<file path="config.mk">
export PLATFORM = sky130hd
export DESIGN_NAME = fft_peak_search
export DESIGN_NICKNAME = d
export VERILOG_FILES = /design/src/rtl/fft_peak_search.sv
export SDC_FILE = /design/constraint.sdc
export NUM_CORES = 2
export LEC_CHECK = 0
export BUFFER_PORTS_ARGS = -buffer_cell sky130_fd_sc_hd__buf_4
export CORE_MARGIN = 3
export CORE_UTILIZATION = 40
export CTS_CLUSTER_SIZE = 12
export DETAILED_ROUTE_END_ITERATION = 16
export HOLD_SLACK_MARGIN = 0.06
export PLACE_DENSITY = 0.67
export SLEW_MARGIN = 0
export SYNTH_ARGS = -nofsm -noshare
export SYNTH_HDL_FRONTEND = slang
export SYNTH_SLANG_ARGS = --single-unit
</file>
<file path="constraint.sdc">
create_clock -name CLK -period 6.7 [get_ports CLK]
set_clock_uncertainty 0.15 [all_clocks]
set_input_delay 0.67 -clock CLK [delete_from_list [all_inputs] [get_ports CLK]]
set_output_delay 0.67 -clock CLK [all_outputs]
set_load 0.01 [all_outputs]
</file>
<file path="src/rtl/fft_peak_search.sv">
// fft_peak_search
//   Frame-level peak detector placed after the CoreFFT output port. It
//   requests each finished frame, computes re^2+im^2 for every bin, and keeps
//   the largest power with its bin index and the sum of all bin powers. At
//   frame end the results are presented through a PEAK_VALID/PEAK_ACK
//   handshake.
//
// Ports
//   CLK, NGRST             clock (rising edge) and asynchronous active-low reset
//   OUTP_READY / READ_OUTP FFT frame available / one-cycle readout request
//   DATAO_VALID/RE/IM      one signed complex bin per valid cycle
//   SCALE_EXP              FFT block exponent, captured with bin 0
//   PEAK_VALID / PEAK_ACK  result handshake; results held until acknowledged
//   PEAK_PWR / PEAK_BIN    largest bin power and its index
//   PWR_SUM / PEAK_EXP     summed frame power and the captured exponent
//   OVERRUN                sticky: bin data arrived outside frame collection
module fft_peak_search #(
    parameter int POINTS = 256,
    parameter int WIDTH  = 18,
    parameter int SEXPW  = 4,
    localparam int LOGPTS = $clog2(POINTS),
    localparam int PWRW   = 2 * WIDTH + 1,
    localparam int SUMW   = PWRW + LOGPTS
) (
    input  logic                    CLK,
    input  logic                    NGRST,
    input  logic                    OUTP_READY,
    output logic                    READ_OUTP,
    input  logic                    DATAO_VALID,
    input  logic signed [WIDTH-1:0] DATAO_RE,
    input  logic signed [WIDTH-1:0] DATAO_IM,
    input  logic [SEXPW-1:0]        SCALE_EXP,
    output logic                    PEAK_VALID,
    input  logic                    PEAK_ACK,
    output logic [PWRW-1:0]         PEAK_PWR,
    output logic [LOGPTS-1:0]       PEAK_BIN,
    output logic [SUMW-1:0]         PWR_SUM,
    output logic [SEXPW-1:0]        PEAK_EXP,
    output logic                    OVERRUN
);

    typedef enum logic [1:0] {
        S_IDLE,
        S_COLLECT,
        S_FLUSH,
        S_DONE
    } state_t;

    localparam logic [LOGPTS-1:0] LAST_BIN = LOGPTS'(POINTS - 1);

    state_t                   state_q;
    logic [LOGPTS-1:0]        bin_q;
    logic                     flush_q;
    logic [SEXPW-1:0]         exp_q;
    logic                     read_outp_q;
    logic                     peak_valid_q;
    logic [PWRW-1:0]          out_pwr_q;
    logic [LOGPTS-1:0]        out_bin_q;
    logic [SUMW-1:0]          out_sum_q;
    logic [SEXPW-1:0]         out_exp_q;
    logic                     overrun_q;

    // Pipeline stage 1 (bin power) and stage 2 (peak / sum tracking).
    logic                     s1_vld_q;
    logic                     s1_first_q;
    logic [LOGPTS-1:0]        s1_bin_q;
    logic [PWRW-1:0]          s1_pwr_q;
    logic [PWRW-1:0]          peak_pwr_q;
    logic [LOGPTS-1:0]        peak_bin_q;
    logic [SUMW-1:0]          sum_q;

    logic                     accept;
    logic signed [2*WIDTH-1:0] re_sq;
    logic signed [2*WIDTH-1:0] im_sq;
    logic [PWRW-1:0]          pwr_d;

    assign accept = DATAO_VALID && (state_q == S_COLLECT);

    // Squares are never negative, so their MSB is always 0 even for the
    // most negative input; adding them as unsigned in PWRW bits is exact.
    assign re_sq = DATAO_RE * DATAO_RE;
    assign im_sq = DATAO_IM * DATAO_IM;
    assign pwr_d = {1'b0, re_sq} + {1'b0, im_sq};

    // Control FSM with registered outputs.
    always_ff @(posedge CLK or negedge NGRST) begin
        if (!NGRST) begin
            state_q      <= S_IDLE;
            bin_q        <= '0;
            flush_q      <= 1'b0;
            exp_q        <= '0;
            read_outp_q  <= 1'b0;
            peak_valid_q <= 1'b0;
            out_pwr_q    <= '0;
            out_bin_q    <= '0;
            out_sum_q    <= '0;
            out_exp_q    <= '0;
            overrun_q    <= 1'b0;
        end else begin
            // NOTE: state registers use non-blocking assignment so every
            // register samples values from before this edge, regardless of
            // statement order.
            read_outp_q <= 1'b0;

            if (DATAO_VALID && (state_q != S_COLLECT)) begin
                overrun_q <= 1'b1;
            end

            case (state_q)
                S_IDLE: begin
                    if (OUTP_READY && !peak_valid_q) begin
                        read_outp_q <= 1'b1;
                        bin_q       <= '0;
                        state_q     <= S_COLLECT;
                    end
                end
                S_COLLECT: begin
                    if (accept) begin
                        if (bin_q == '0) begin
                            exp_q <= SCALE_EXP;
                        end
                        bin_q <= bin_q + LOGPTS'(1);
                        if (bin_q == LAST_BIN) begin
                            flush_q <= 1'b0;
                            state_q <= S_FLUSH;
                        end
                    end
                end
                S_FLUSH: begin
                    // Two cycles: the last bin passes stage 1, then stage 2.
                    if (flush_q) begin
                        out_pwr_q    <= peak_pwr_q;
                        out_bin_q    <= peak_bin_q;
                        out_sum_q    <= sum_q;
                        out_exp_q    <= exp_q;
                        peak_valid_q <= 1'b1;
                        state_q      <= S_DONE;
                    end else begin
                        flush_q <= 1'b1;
                    end
                end
                S_DONE: begin
                    if (PEAK_ACK) begin
                        peak_valid_q <= 1'b0;
                        state_q      <= S_IDLE;
                    end
                end
                default: state_q <= S_IDLE;
            endcase
        end
    end

    // Power pipeline. Bin 0 reloads peak and sum, so no per-frame clear is
    // needed between frames.
    always_ff @(posedge CLK or negedge NGRST) begin
        if (!NGRST) begin
            s1_vld_q   <= 1'b0;
            s1_first_q <= 1'b0;
            s1_bin_q   <= '0;
            s1_pwr_q   <= '0;
            peak_pwr_q <= '0;
            peak_bin_q <= '0;
            sum_q      <= '0;
        end else begin
            s1_vld_q <= accept;
            if (accept) begin
                s1_first_q <= (bin_q == '0);
                s1_bin_q   <= bin_q;
                s1_pwr_q   <= pwr_d;
            end
            if (s1_vld_q) begin
                // Strict compare: on a tie the earlier (lower) bin is kept.
                if (s1_first_q || (s1_pwr_q > peak_pwr_q)) begin
                    peak_pwr_q <= s1_pwr_q;
                    peak_bin_q <= s1_bin_q;
                end
                sum_q <= s1_first_q ? SUMW'(s1_pwr_q) : sum_q + SUMW'(s1_pwr_q);
            end
        end
    end

    assign READ_OUTP  = read_outp_q;
    assign PEAK_VALID = peak_valid_q;
    assign PEAK_PWR   = out_pwr_q;
    assign PEAK_BIN   = out_bin_q;
    assign PWR_SUM    = out_sum_q;
    assign PEAK_EXP   = out_exp_q;
    assign OVERRUN    = overrun_q;

endmodule

</file>
==> flow_metrics.tcl <==
set metrics [dict create \
    synth_top_area_cell "fa_1" \
    synth_edf_count 0 \
    ys_types 79 \
    yosys_warnings 0 \
    synthCells 3856 \
    synth_commonest_cells "897 x inv_1, 597 x fa_1, 371 x nand2_1, 328 x ha_1, 249 x dfrtp_1" \
    max_slew_margin_pct 37.5 \
    slew_viol_final 0 \
    nNetsFinal 5458 \
    area_growth_syn_to_layout_pct 24.9 \
    overflow 0 \
    insertedDiodeCount 0 \
    met2_length_um 45500 \
    antenna_found_initial 0 \
    clk_latency_ns 0.55 \
    clkTransAtPathRegs_ns 0.06 \
    grt_pass1_vias 30300 \
    netlist.area_leader.share_pct 32.9 \
    setup_violations 17 \
    highest_layer "met4" \
    async_flop_share_pct 100 \
    fillers 8108 \
    cts-root-buf "clkbuf_16" \
    drt_wl_total_um 91400 \
    hpwlAfterDp_um 76000 \
    cp_max_fo 9 \
    period_needed_ns 7.29 \
    core_um2 89200 \
    cp_num_buf_inv 10 \
    grt_start_max_net_pins 172 \
    status "complete, but fails checks" \
    met1_length_um 39000 \
    fp.dieH_um 307 \
    hold_violations 0 \
    grt_usage_pct 19.7 \
    ys_top_cells_by_area "fa_1 33%, dfrtp_1 17%, ha_1 11%, inv_1 9.3%, nand2_1 3.8%" \
    critical-path-top-delay-family "adder cells" \
    postRouteAntennaNets 0 \
    port-buffer-count 141 \
    required_ns 7.03 \
    yosys_register_bits 249 \
    drtIter0Drc 1732 \
    rsz0062_at_grt "true" \
    postPlaceCellArea_um2 42900 \
    violations "setup timing" \
    post-route-drc-count 0 \
    start_util_pct 40.7 \
    ys_seq_area_share_pct 17.2 \
    gp_congestion 0.912 \
    pin_count 142 \
    syn-cell-area_um2 36300 \
    grt_pass1_wl_um 152000 \
    synth_nets 4826 \
    die_area_um2 94300 \
    die_width_um 307 \
    slowest_stage "fa_2" \
    clkSinkCount 249 \
    slowest_delay_ns 0.54 \
    wl_met3_um 3990 \
    yosysMostFrequentCell "inv_1" \
    cts_made_buffers 25 \
    drt_pass1_iterations 5 \
    wire_per_inst_um 16.2 \
    vias 28200 \
    worst_slack_ns -0.587 \
    path_class "input port to flip-flop" \
    cp_common_cell "buf_4" \
    final_core_util_pct 50.8 \
    drive_above_1_share_pct 26.3 \
    avgSynthCellArea_um2 9.41 \
    maxCapViolCount 0 \
    num_rows 109 \
    synth_ff_type "dfrtp_1" \
    cts_tree "yes" \
    clk_path_buf_depth 3 \
    cts_max_level 1 \
    hold_path_class "input port to flip-flop" \
    finalCritPeriodShare_pct 109 \
    cp.arrival_ns 7.62 \
    holdWs_ns 0.227 \
    pre_cts_ws_ns -1.43 \
    vias_per_cell 4.99 \
    fmax_ghz 0.137 \
    end_kind "flip-flop" \
    cp-start-kind "input port" \
    tightest_slew_ns 0.938 \
    fin_area_um2 45300 \
]
state kept, by name (all words and copies together), names as in the netlist:
name	cells
s1_pwr_q	37
PEAK_VALID	1
PWR_SUM	45
s1_bin_q	8
exp_q	4
s1_vld_q	1
peak_bin_q	8
peak_pwr_q	37
s1_first_q	1
bin_q	8
sum_q	45
PEAK_BIN	8
state_q	2
flush_q	1
PEAK_EXP	4
READ_OUTP	1
PEAK_PWR	37
OVERRUN	1
what timing repair did:
action                                  4_1_cts  5_1_grt
setup buffers                                18       17
gates resized for setup                     194      141
endpoints found under the hold margin        78        0
cloned                                        2        0
pin swaps                                   116       92
hold buffers                                  1        0
endpoints found under the setup margin       19       23
cells by family (layout without fill, tap and decap cells):
logic type / Yosys count / in the layout / share of synthesized area [%]
buffers and inverters: 1013 / 1652 / 10.5
flip-flops: 249 / 249 / 17.2
adder cells (fa/ha/maj): 925 / 925 / 44.3
AND/OR/NAND/NOR: 824 / 824 / 10.5
multiplexers: 128 / 128 / 3.94
AO/OA/AOI/OAI: 578 / 578 / 10.3
XOR/XNOR: 139 / 139 / 3.36
worst register-to-register path: cells and delay by family (launching register included):
family | cells | cell delay (ns)
AO/OA/AOI/OAI | 6 | 1.35
buffers and inverters | 1 | 0.55
flip-flops | 1 | 0.47
multiplexers | 1 | 0.45
adder cells (fa/ha/maj) | 1 | 0.35
AND/OR/NAND/NOR | 1 | 0.07
per-layer routing:
layer | vias up | track usage, %
li1 | 13400 | -
met1 | 14100 | 25.8
met2 | 618 | 35.0
met3 | 149 | 1.74
met4 | 0 | 5.69
met5 | - | 0
path summary, 6_finish.rpt:
kind                              start            end  slack, ns  cells after the start
max                        DATAO_IM[12]   s1_pwr_q[35]      -0.59                     31
min                        SCALE_EXP[0]       exp_q[0]       0.23                      2
max reg2reg                s1_pwr_q[22]  peak_bin_q[5]       3.18                     10
min reg2reg                     OVERRUN        OVERRUN       0.31                      1
max in group asynchronous         NGRST       s1_vld_q       4.50                      3
min in group asynchronous         NGRST    PWR_SUM[39]       0.53                      2
area by class of cell:
class / count / area (µm²) / share of cell area, %
sequential: 249 / 6230 / 13.8
multi-input combinational: 2594 / 27700 / 61.1
timing repair buffer: 720 / 5840 / 12.9
clock inverter: 3 / 22.5 / 0.0497
inverter: 898 / 3400 / 7.50
clock buffer: 31 / 658 / 1.45
tap: 1165 / 1460 / 3.22
cells in the final DEF (no fill, tap or decap), drive strengths merged, types with 7 or more instances in the layout:
| cell type | Yosys | routed |
|---|---|---|
| a211o | 8 | 8 |
| nand2b | 20 | 20 |
| xor2 | 44 | 44 |
| o21bai | 21 | 21 |
| nor2 | 157 | 157 |
| o211ai | 10 | 10 |
| or3 | 16 | 16 |
| a211oi | 24 | 24 |
| nand3 | 44 | 44 |
| xnor2 | 95 | 95 |
| and2 | 89 | 89 |
| o221ai | 7 | 7 |
| buf | 19 | 718 |
| dfrtp | 249 | 249 |
| a21o | 93 | 93 |
| nor2b | 14 | 14 |
| a21oi | 150 | 150 |
| ha | 328 | 328 |
| nand2 | 371 | 371 |
| o31ai | 8 | 8 |
| nand4 | 25 | 25 |
| o21ai | 157 | 157 |
| fa | 597 | 597 |
| o21a | 20 | 20 |
| clkbuf | 96 | 31 |
| mux2 | 117 | 117 |
| o2111ai | 10 | 10 |
| and3 | 20 | 20 |
| nor3 | 30 | 30 |
| inv | 897 | 898 |
| mux2i | 11 | 11 |
| a31oi | 18 | 18 |
stage by stage:
step	setup TNS [ns]	instances
after floorplan	-9.59	3856
after CTS	-5.52	5643
after global routing	-11.13	5660
after global placement	-22.33	5588
final	-5.68	5660
after detailed placement	-23.87	5588
Power is not shown: default switching activity piles up to over one toggle a cycle in this logic, so the estimate is an artifact.
